### src/rtl/oam_dma_ctrl.sv
// Sprite DMA engine: a CPU write to DMA_REG_ADDR halts the CPU and copies one
// 256-byte page from CPU space into OAM, advancing only on CPU-cycle enables.
module oam_dma_ctrl #(
  parameter logic [15:0] DMA_REG_ADDR = 16'h4014
) (
  input  logic        clk,
  input  logic        reset,
  input  logic        cpu_ce,
  input  logic [15:0] cpu_addr,
  input  logic        cpu_we,
  input  logic [7:0]  cpu_data_in,
  input  logic [7:0]  oam_start,
  output logic        cpu_rdy,
  output logic [15:0] mem_addr,
  output logic        mem_rd,
  input  logic [7:0]  mem_data_in,
  output logic        oam_dma,
  output logic [7:0]  oam_addr,
  output logic [7:0]  oam_data_out,
  output logic        oam_we
);

  typedef enum logic [2:0] {
    S_IDLE  = 3'd0,
    S_HALT  = 3'd1,
    S_ALIGN = 3'd2,
    S_READ  = 3'd3,
    S_WRITE = 3'd4
  } state_t;

  state_t     state_q, state_d;
  logic [7:0] page_q, page_d;
  logic [7:0] base_q, base_d;
  logic [7:0] idx_q, idx_d;
  logic       parity_q, parity_d;
  logic       trigger_s;

  assign trigger_s = cpu_we && (cpu_addr == DMA_REG_ADDR);

  // State, counter and parity registers
  always_ff @(posedge clk or negedge reset) begin
    if (!reset) begin
      state_q  <= S_IDLE;
      page_q   <= 8'h00;
      base_q   <= 8'h00;
      idx_q    <= 8'h00;
      parity_q <= 1'b0;
    end else begin
      state_q  <= state_d;
      page_q   <= page_d;
      base_q   <= base_d;
      idx_q    <= idx_d;
      parity_q <= parity_d;
    end
  end

  // Next-state logic; everything holds while cpu_ce is low
  always_comb begin
    state_d  = state_q;
    page_d   = page_q;
    base_d   = base_q;
    idx_d    = idx_q;
    parity_d = parity_q;
    if (cpu_ce) begin
      parity_d = ~parity_q;
      case (state_q)
        S_IDLE: begin
          if (trigger_s) begin
            page_d  = cpu_data_in;
            base_d  = oam_start;
            idx_d   = 8'h00;
            state_d = S_HALT;
          end else begin
            state_d = S_IDLE;
          end
        end
        // An odd-parity halt cycle needs one extra alignment cycle
        S_HALT: begin
          if (parity_q) begin
            state_d = S_ALIGN;
          end else begin
            state_d = S_READ;
          end
        end
        S_ALIGN: state_d = S_READ;
        S_READ:  state_d = S_WRITE;
        S_WRITE: begin
          if (idx_q == 8'hFF) begin
            state_d = S_IDLE;
          end else begin
            idx_d   = idx_q + 8'h01;
            state_d = S_READ;
          end
        end
        default: state_d = S_IDLE;
      endcase
    end else begin
      state_d = state_q;
    end
  end

  // Output decode from the registered state and counters
  always_comb begin
    cpu_rdy      = (state_q == S_IDLE);
    oam_dma      = (state_q != S_IDLE);
    mem_rd       = 1'b0;
    mem_addr     = 16'h0000;
    oam_addr     = 8'h00;
    oam_data_out = 8'h00;
    oam_we       = 1'b0;
    case (state_q)
      S_READ: begin
        mem_rd   = 1'b1;
        mem_addr = {page_q, idx_q};
      end
      S_WRITE: begin
        oam_addr     = base_q + idx_q;
        oam_data_out = mem_data_in;
        oam_we       = cpu_ce;
      end
      default: begin
        mem_rd = 1'b0;
        oam_we = 1'b0;
      end
    endcase
  end

endmodule

### config.mk
export PLATFORM = sky130hd
export DESIGN_NAME = oam_dma_ctrl
export DESIGN_NICKNAME = d
export VERILOG_FILES = /design/src/rtl/oam_dma_ctrl.sv
export SDC_FILE = /design/constraint.sdc
export NUM_CORES = 1
export LEC_CHECK = 0
export CAP_MARGIN = 20
export CORE_UTILIZATION = 38
export DETAILED_ROUTE_END_ITERATION = 12
export GPL_ROUTABILITY_DRIVEN = 0
export GPL_TIMING_DRIVEN = 0
export MAX_ROUTING_LAYER = met4
export PLACE_DENSITY_LB_ADDON = 0.08
export SLEW_MARGIN = 5
export SYNTH_ARGS = -nofsm -noshare
export SYNTH_HDL_FRONTEND = slang
export SYNTH_SLANG_ARGS = --single-unit
### constraint.sdc
create_clock -name clk -period 1.8 [get_ports clk]
set_input_delay 0.27 -clock clk [delete_from_list [all_inputs] [get_ports clk]]
set_output_delay 0.27 -clock clk [all_outputs]
set_load 0.005 [all_outputs]
==> results.sh, run 1 <==
export IMPL_setup_violations=53
export IMPL_rsz0062_at_grt="yes"
export IMPL_nets=382
export IMPL_grt_max_degree=18
export IMPL_reg2reg_from="state_q[1]$_DFFE_PN0P_"
export IMPL_first_pass_iters=4
export IMPL_ir_worst_vdd_mv=0.5770
export IMPL_rows=25
export IMPL_finalHoldViolCount=0
export IMPL_post_route_period_util_pct=130.8
export IMPL_path_max_fanout=3
export IMPL_overflow=0
export IMPL_synthArstFlopShare_pct=100.0
export IMPL_critPathBufInv=3
export IMPL_finalCriticalPeriod_ns=2.355
export IMPL_synth_area_leaders="dfrtp_1, mux2_2, and2_1, ha_1, nor2_1"
export IMPL_placed_cells=320
export IMPL_worstPathCellList="buf_6 -> fa_2 -> a21o_1 -> a21oi_2 -> buf_4 -> nor2b_4 -> nand4b_1 -> o211ai_1 -> buf_2"
export IMPL_remaining_drc_errors=0
export IMPL_yosys_area_share_adder_pct=6.486
export IMPL_postCtsHoldBufs=0
export IMPL_finalSetupTns_ns=-9.013
export IMPL_synth_compound_area_share_pct=10.81
export IMPL_worst_slack_ns=-0.5546
export IMPL_die_area_sq_um=5156
export IMPL_ioPinCount=80
export IMPL_yosysTopAreaCell="dfrtp_1"
export IMPL_stdcell_count=382
export IMPL_grtUsageTotal_pct=23.80
export IMPL_num_antenna_cells=0
export IMPL_cts_htree_levels=1
export IMPL_slowest_delay_ns=0.45
export IMPL_layout_common_cells="buf_6, clkdlybuf4s50_1, buf_4, dfrtp_1, and2_4"
export IMPL_start_kind="flip-flop"
export IMPL_syn_to_final_growth_pct=102.3
export IMPL_finalMaxSlewViolations=0
export IMPL_ys_seq_area_share_pct=37.84
export IMPL_comb_power_share_pct=58.7
export IMPL_whs_ns=0.3775
export IMPL_cts_sinks=28
export IMPL_worstRegToRegCells=10
export IMPL_synth_area_mux_share_pct=11.96
export IMPL_syn_inst=187
export IMPL_vias=2014
export IMPL_path_delay_family="flip-flops"
export IMPL_tightest_slew_ns=0.6471
export IMPL_path_class="flip-flop to primary output"
export IMPL_synth_edf_count=0
export IMPL_min_path_type="input pin to async pin"
export IMPL_synth_xor_xnor_area_share_pct=2.838
export IMPL_routed_via_density=5.272
export IMPL_p_switching_mw=1.034
export IMPL_synth_cell_types=51
export IMPL_syn_nets=240
export IMPL_p_int_mw=2.092
export IMPL_r2r_setup_slack_ns=-0.21
export IMPL_grt_pass1_wl_mm=9.301
export IMPL_fillCellCount=291
export IMPL_drive_above_1_share_pct=56.71
export IMPL_synth_area_per_cell_sq_um=9.903
export IMPL_skew_ns=0.003320
export IMPL_wl_per_cell_um=16.51
export IMPL_p_leak_nw=1.764
export IMPL_worstPathRequired_ns=1.53
export IMPL_drt_total_wl_mm=6.305
export IMPL_first_global_vias=1959
export IMPL_core_area_sq_um=4692
export IMPL_cts_tree="built"
export IMPL_die_height_um=71.81
export IMPL_seq_power_share_pct=24.9
export IMPL_end_kind="primary output"
export IMPL_placed_cell_area_sq_um=2750
export IMPL_yosysTopAreaCellShare_pct=37.84
export IMPL_clk_pin_slew_ns=0.10
export IMPL_switching_share_pct=33.07
export IMPL_dp_hpwl_mm=3.367
export IMPL_power_density_nw_per_um2=834.6
export IMPL_final_area_sq_um=3746
export IMPL_antenna_found_initial=0
export IMPL_yosys_area_share_simple_pct=27.50
export IMPL_ys_ff_latch=28
export IMPL_final_antenna_net_count=0
export IMPL_insertion_delay_ns=0.28
export IMPL_drtIter0Drc=62
export IMPL_max_slew_margin_rel_pct=56.73
export IMPL_start_util_pct=39.47
export IMPL_cts_made_buffers=3
export IMPL_layout_commonest_cell="buf_6"
export IMPL_violations="negative setup slack"
export IMPL_portBuffers=78
export IMPL_clock_power_share_pct=16.4
export IMPL_synth_area_sq_um=1852
export IMPL_worstReg2RegEnd="base_q[0]$_DFFE_PN0P_"
export IMPL_ctsLongestPathBuffers=2
export IMPL_fp_dieW_um=71.81
export IMPL_fmax_mhz=424.7
export IMPL_synth_ff_type="dfrtp_1"
export IMPL_slowest_stage="dfrtp_1"
export IMPL_maxCapViolations=0
export IMPL_yosysWarnings=0
export IMPL_cts_root_buf="clkbuf_8"
export IMPL_status="finished with violations"
export IMPL_crit_arrival_ns=2.08
export IMPL_synth_top_family_by_area="simple AND/OR/NAND/NOR gates"
==> timing repair <==
item / in CTS / in global routing
pin swaps: 26 / 33
cloned: 3 / 0
setup buffers: 46 / 16
setup endpoints to repair: 60 / 61
gates resized for setup: 210 / 84
endpoints found under the hold margin: 0 / 0
==> cell usage after synthesis, drive strengths merged, types with 3 or more instances <==
master  instances
a21oi           4
and2           26
clkbuf          4
dfrtp          28
ha              8
inv             4
mux2           17
mux2i           3
nand2          13
nand2b          4
nand3           3
nor2           17
nor3            7
nor3b           3
o21ai           3
o22ai           3
xnor2           3
xor2            3
==> per-stage QoR <==
stage	util, %	total power [mW]	setup slack, ns
2_1_floorplan	-	1.241	0.001606
3_3_place_gp	58.03	1.592	-0.6986
3_5_place_dp	58.61	1.616	-0.7036
4_1_cts	72.37	2.796	-0.5122
5_1_grt	79.84	3.266	-0.6470
6_report	79.84	3.126	-0.5546
==> layer usage <==
layer | global-route usage [%] | up-vias | wire (um)
met5 | - | - | 0
met3 | 4.079 | 14 | 397
met4 | 6.536 | 0 | 153
li1 | - | 949 | -
met1 | 29.42 | 964 | 2558
met2 | 40.25 | 87 | 3196
==> power by group through the flow <==
stage | Clock [mW] | Combinational [mW] | Sequential [mW]
finish | 0.513 | 1.84 | 0.778
global route | 0.538 | 1.94 | 0.785
CTS | 0.518 | 1.51 | 0.764
detailed placement | 0 | 0.812 | 0.804
global placement | 0 | 0.792 | 0.800
floorplan | 0 | 0.460 | 0.780
==> cell families after synthesis <==
logic type	count (synthesis)
flops	28
buf+inv	10
fa+ha+maj	9
xor+xnor	6
compound gates	28
simple gates	86
mux	20
==> registers in the layout, summed over array words and instances (netlist names) <==
signal,count
parity_q,1
idx_q,8
state_q,3
page_q,8
base_q,8
==> worst max path at each step <==
| stage | startpoint | to | slack (ns) | cells past startpoint |
|---|---|---|---|---|
| after floorplan | idx_q[6]$_DFFE_PN0P_ | oam_addr[6] | 0.002 | 3 |
| after global placement | cpu_we | page_q[5]$_DFFE_PN0P_ | -0.70 | 6 |
| after detailed placement | cpu_addr[8] | page_q[5]$_DFFE_PN0P_ | -0.70 | 6 |
| after CTS | idx_q[0]$_DFFE_PN0P_ | oam_addr[6] | -0.51 | 9 |
| after global routing | base_q[1]$_DFFE_PN0P_ | oam_addr[6] | -0.65 | 9 |
| final | base_q[1]$_DFFE_PN0P_ | oam_addr[6] | -0.55 | 9 |
==> cell type report <==
type,instances,area (sq um),share of cell area (%)
buffer,6,75.07,2.004
clock buffer,3,41.29,1.102
clock inverter,1,30.03,0.8016
inverter,4,20.02,0.5344
multi-input combinational,149,1483,39.58
sequential,28,706.9,18.87
tap,54,67.56,1.804
timing repair buffer,137,1323,35.30
(Power assumes the default switching activity.)
==> run 2: changes to the inputs <==
--- a/config.mk
+++ b/config.mk
@@ -5,13 +5,14 @@
 export SDC_FILE = /design/constraint.sdc
 export NUM_CORES = 1
 export LEC_CHECK = 0
+export ABC_CLOCK_PERIOD_IN_PS = 1800
 export CAP_MARGIN = 20
 export CORE_UTILIZATION = 38
 export DETAILED_ROUTE_END_ITERATION = 12
 export GPL_ROUTABILITY_DRIVEN = 0
 export GPL_TIMING_DRIVEN = 0
 export MAX_ROUTING_LAYER = met4
-export PLACE_DENSITY_LB_ADDON = 0.08
+export PLACE_DENSITY = 0.76
 export SLEW_MARGIN = 5
 export SYNTH_ARGS = -nofsm -noshare
 export SYNTH_HDL_FRONTEND = slang
==> results.sh, run 2 (synthesis results as in run 1) <==
export IMPL_drive_above_1_share_pct=56.23
export IMPL_cts_root_buf="clkbuf_8"
export IMPL_drt_total_wl_mm=6.592
export IMPL_portBuffers=78
export IMPL_dp_hpwl_mm=3.375
export IMPL_finalMaxSlewViolations=0
export IMPL_p_leak_nw=1.750
export IMPL_layout_common_cells="buf_6, clkdlybuf4s50_1, buf_4, dfrtp_1, and2_4"
export IMPL_worst_slack_ns=-0.5038
export IMPL_setup_violations=59
export IMPL_core_area_sq_um=4692
export IMPL_finalCriticalPeriod_ns=2.304
export IMPL_slowest_stage="or4b_2"
export IMPL_start_util_pct=39.47
export IMPL_path_max_fanout=6
export IMPL_ctsLongestPathBuffers=2
export IMPL_first_pass_iters=4
export IMPL_worstPathCellList="ha_4 -> or4b_2 -> o211ai_1 -> buf_2"
export IMPL_cts_sinks=28
export IMPL_end_kind="primary output"
export IMPL_min_path_type="input pin to async pin"
export IMPL_grt_max_degree=17
export IMPL_grt_pass1_wl_mm=9.294
export IMPL_nets=384
export IMPL_routed_via_density=5.410
export IMPL_place_ws_ns=-0.7285
export IMPL_insertion_delay_ns=0.28
export IMPL_maxCapViolations=0
export IMPL_num_antenna_cells=0
export IMPL_status="finished with violations"
export IMPL_slowest_delay_ns=0.58
export IMPL_worstRegToRegCells=10
export IMPL_syn_to_final_growth_pct=101.3
export IMPL_p_total_mw=3.061
export IMPL_post_route_period_util_pct=128.0
export IMPL_crit_arrival_ns=2.03
export IMPL_start_kind="flip-flop"
export IMPL_tightest_slew_ns=0.6907
export IMPL_path_class="flip-flop to primary output"
export IMPL_max_slew_margin_rel_pct=53.81
export IMPL_reg_largest_list="base_q x8, idx_q x8, page_q x8"
export IMPL_ir_worst_vdd_mv=0.7424
export IMPL_finalSetupTns_ns=-14.26
export IMPL_worstPathRequired_ns=1.53
export IMPL_vias=2072
export IMPL_finalHoldViolCount=0
export IMPL_fmax_mhz=434.1
export IMPL_violations="negative setup slack"
export IMPL_wl_per_cell_um=17.21
export IMPL_antenna_found_initial=0
export IMPL_power_density_nw_per_um2=821.2
export IMPL_postCtsHoldBufs=0
export IMPL_remaining_drc_errors=0
export IMPL_grtUsageTotal_pct=23.79
export IMPL_cts_tree="built"
export IMPL_path_delay_family="simple AND/OR/NAND/NOR gates"
export IMPL_die_area_sq_um=5156
export IMPL_overflow=0
export IMPL_fp_dieW_um=71.81
export IMPL_skew_ns=0.009613
export IMPL_ioPinCount=80
export IMPL_cts_made_buffers=3
export IMPL_rsz0062_at_grt="yes"
export IMPL_drtIter0Drc=71
export IMPL_cts_htree_levels=1
export IMPL_whs_ns=0.3980
export IMPL_rows=25
export IMPL_clk_pin_slew_ns=0.10
export IMPL_layout_commonest_cell="buf_6"
export IMPL_critPathBufInv=1
export IMPL_die_height_um=71.81
export IMPL_crit_cells=4
export IMPL_first_global_vias=1999
export IMPL_final_antenna_net_count=0
[run 2: cell types whose count changed in the layout (fill, tap and decap cells not counted), moves of 2 or more]
cell / delta
buf_2: -4
and2_1: -2
clkbuf_2: -2
dlymetal6s2s_1: -4
nor3_2: +3
nand2_2: -2
clkdlybuf4s50_1: +4
nor3_1: -3
buf_6: +10
nand2_4: +2
and2_4: +2
buf_4: -3
[run 2: repair_timing]
action,4_1_cts,5_1_grt
buffers inserted,42,23
endpoints found under the hold margin,0,0
pin swaps,30,23
cloned,3,0
endpoints found under the setup margin,60,57
gates resized for setup,206,83
[run 2: power by group]
group	leakage [nW]	total, mW	switching, mW	internal (mW)
registers	0.374	0.779	0.0714	0.707
logic	1.35	1.93	0.773	1.16
clock network	0.0216	0.351	0.200	0.151
total	1.75	3.06	1.04	2.02
[run 2: cell type report]
type                            instances  area (sq um)
Fill cell                             273         964.7
Buffer                                  5         60.06
Tap cell                               54         67.56
Inverter                                4         20.02
Sequential cell                        28         706.9
Timing Repair Buffer                  140          1374
Clock buffer                            3         41.29
Multi-Input combinational cell        149          1458
[run 2: final timing paths]
path,slack (ns),start,end
hold reg to reg,0.48,parity_q$_DFFE_PN0P_,parity_q$_DFFE_PN0P_
max in group asynchronous,0.83,reset,idx_q[1]$_DFFE_PN0P_
min in group clk,0.47,cpu_ce,parity_q$_DFFE_PN0P_
setup / recovery,-0.50,idx_q[6]$_DFFE_PN0P_,oam_addr[6]
setup reg to reg,-0.25,state_q[1]$_DFFE_PN0P_,base_q[2]$_DFFE_PN0P_
hold / removal,0.40,reset,base_q[7]$_DFFE_PN0P_
[run 2: layer usage]
| metal | part of all wire, % | GRT usage (%) |
|---|---|---|
| met5 | 0 | - |
| met4 | 1.8 | 7.843 |
| met3 | 6.1 | 2.954 |
| met2 | 52 | 41.40 |
| met1 | 40 | 28.60 |
[run 2: metrics by stage]
stage / utilization [%] / instance area, sq um / cells
detailed placement: 58.35 / 2738 / 320
global route: 79.44 / 3727 / 383
finish: 79.44 / 3727 / 383
CTS: 71.28 / 3344 / 367
floorplan: - / 1874 / 187
global placement: 58.03 / 2723 / 319
==> run 3: changes to the inputs <==
--- a/config.mk
+++ b/config.mk
@@ -7,6 +7,7 @@
 export LEC_CHECK = 0
 export ABC_CLOCK_PERIOD_IN_PS = 1800
 export CAP_MARGIN = 20
+export CORE_MARGIN = 2
 export CORE_UTILIZATION = 38
 export DETAILED_ROUTE_END_ITERATION = 12
 export GPL_ROUTABILITY_DRIVEN = 0
==> results.sh, run 3 (synthesis results as in run 1) <==
export IMPL_status="finished with violations"
export IMPL_violations="negative setup slack"
export IMPL_worstReg2RegEnd="base_q[7]$_DFFE_PN0P_"
export IMPL_drtIter0Drc=131
export IMPL_drt_total_wl_mm=7.016
export IMPL_fmax_mhz=418.0
export IMPL_p_switching_mw=1.013
export IMPL_cts_sinks=28
export IMPL_layout_commonest_cell="clkdlybuf4s50_1"
export IMPL_rsz0062_at_grt="yes"
export IMPL_rows=25
export IMPL_syn_to_final_growth_pct=101.8
export IMPL_path_max_fanout=2
export IMPL_reg2reg_from="state_q[1]$_DFFE_PN0P_"
export IMPL_end_kind="primary output"
export IMPL_startpoint="idx_q[0]$_DFFE_PN0P_"
export IMPL_r2r_setup_slack_ns=-0.11
export IMPL_slowest_delay_ns=0.44
export IMPL_insertion_delay_ns=0.28
export IMPL_num_antenna_cells=0
export IMPL_cts_tree="built"
export IMPL_ctsLongestPathBuffers=2
export IMPL_routed_via_density=5.269
export IMPL_worstPathRequired_ns=1.53
export IMPL_cts_made_buffers=3
export IMPL_finalHoldViolCount=0
export IMPL_vias=2097
export IMPL_grt_pass1_wl_mm=9.818
export IMPL_skew_ns=0.002444
export IMPL_power_density_nw_per_um2=815.3
export IMPL_worst_slack_ns=-0.5925
export IMPL_layout_common_cells="clkdlybuf4s50_1, buf_6, buf_4, dfrtp_1, mux2_4"
export IMPL_final_antenna_net_count=0
export IMPL_min_path_type="input pin to async pin"
export IMPL_nets=385
export IMPL_path_class="flip-flop to primary output"
export IMPL_start_util_pct=39.21
export IMPL_tightest_slew_ns=0.7083
export IMPL_overflow=0
export IMPL_maxCapViolations=0
export IMPL_die_height_um=73.81
export IMPL_start_kind="flip-flop"
export IMPL_ioPinCount=80
export IMPL_clock_power_share_pct=16.5
export IMPL_clk_pin_slew_ns=0.09
export IMPL_fp_dieW_um=73.81
export IMPL_placed_cell_area_sq_um=2754
export IMPL_switching_share_pct=33.25
export IMPL_die_area_sq_um=5447
export IMPL_cts_htree_levels=1
export IMPL_seq_power_share_pct=25.6
export IMPL_finalCriticalPeriod_ns=2.392
export IMPL_p_leak_nw=1.764
export IMPL_p_total_mw=3.047
export IMPL_first_pass_iters=4
export IMPL_cts_root_buf="clkbuf_8"
export IMPL_crit_arrival_ns=2.12
export IMPL_slowest_stage="dfrtp_2"
export IMPL_grt_max_degree=17
export IMPL_final_area_sq_um=3737
export IMPL_setup_violations=41
export IMPL_max_slew_margin_rel_pct=52.63
export IMPL_comb_power_share_pct=57.9
export IMPL_reg_largest_list="base_q x8, idx_q x8, page_q x8"
export IMPL_crit_end="oam_addr[6]"
export IMPL_postCtsHoldBufs=0
export IMPL_worstRegToRegCells=8
export IMPL_ir_worst_vdd_mv=0.6547
export IMPL_dp_hpwl_mm=3.507
export IMPL_antenna_found_initial=0
export IMPL_portBuffers=78
export IMPL_grtUsageTotal_pct=24.09
export IMPL_drive_above_1_share_pct=57.10
export IMPL_worstPathCellList="ha_4 -> fa_2 -> a21o_1 -> a21oi_2 -> buf_4 -> nor2b_2 -> nand4b_1 -> o211ai_1 -> buf_2"
export IMPL_remaining_drc_errors=0
export IMPL_post_route_period_util_pct=132.9
export IMPL_core_area_sq_um=4723
export IMPL_finalMaxSlewViolations=0
export IMPL_first_global_vias=2115
export IMPL_p_int_mw=2.034
export IMPL_wl_per_cell_um=17.63
run 3: changes by cell type in the layout (fill, tap and decap cells not counted), moves of 2 or more:
cell      change
and2_1        +6
dfrtp_2       +2
buf_2         +6
dfrtp_1       -2
buf_12        +2
clkbuf_2      +4
buf_4        +11
buf_6        -19
and2_4        -6
run 3: power by group through the flow:
stage	clock network [mW]	registers, mW	logic [mW]
after floorplan	0	0.780	0.460
after global placement	0	0.802	0.789
after detailed placement	0	0.805	0.801
after CTS	0.508	0.768	1.45
after global routing	0.528	0.787	1.87
final	0.503	0.780	1.76
run 3: through the flow:
stage / setup slack (ns) / util [%] / TNS [ns] / instances / hold WS (ns)
6_report: -0.5925 / 79.13 / -6.226 / 398 / 0.4004
5_1_grt: -0.6420 / 79.13 / -8.259 / 398 / 0.4623
4_1_cts: -0.5173 / 73.40 / -5.027 / 390 / 0.4182
3_5_place_dp: -0.7390 / 58.30 / -29.01 / 333 / 0.4594
3_3_place_gp: -0.6819 / 57.99 / -27.97 / 332 / 0.4582
2_1_floorplan: 0.001606 / - / 0 / 187 / -0.02559
run 3: worst min-delay path by stage:
| stage | end | slack, ns | start |
|---|---|---|---|
| floorplan | base_q[0]$_DFFE_PN0P_ | -0.03 | reset |
| global placement | parity_q$_DFFE_PN0P_ | 0.46 | parity_q$_DFFE_PN0P_ |
| detailed placement | parity_q$_DFFE_PN0P_ | 0.46 | parity_q$_DFFE_PN0P_ |
| CTS | page_q[2]$_DFFE_PN0P_ | 0.42 | reset |
| global route | page_q[2]$_DFFE_PN0P_ | 0.46 | reset |
| finish | parity_q$_DFFE_PN0P_ | 0.40 | reset |
run 3: final cells by class:
class | instances | area, sq um
plain buffers | 4 | 45.04
clock buffers | 3 | 41.29
clock inverters | 1 | 30.03
fillers | 282 | 985.9
inverters | 4 | 20.02
multi-input cells | 149 | 1494
flip-flops and latches | 28 | 709.4
well taps | 67 | 83.83
repair buffers | 142 | 1314
run 3: layer usage:
layer	vias up	share of wire (%)	GRT usage [%]
li1	950	-	-
met4	0	1.6	7.475
met1	1021	39	27.66
met2	115	52	42.96
met3	11	7.7	3.567
met5	-	0	-
run 3: timing repair:
action,CTS,global route
buffers inserted,50,22
gates cloned,3,0
pin swaps,31,30
setup endpoints to repair,60,59
gates resized for setup,196,79
run 3: critical path: cells and delay by family, from the launching register on:
family / cells / cell delay, ns
adder cells (fa/ha/maj): 2 / 0.53
AND/OR/NAND/NOR: 2 / 0.12
flip-flops: 1 / 0.44
AO/OA/AOI/OAI: 3 / 0.45
buffers and inverters: 2 / 0.30
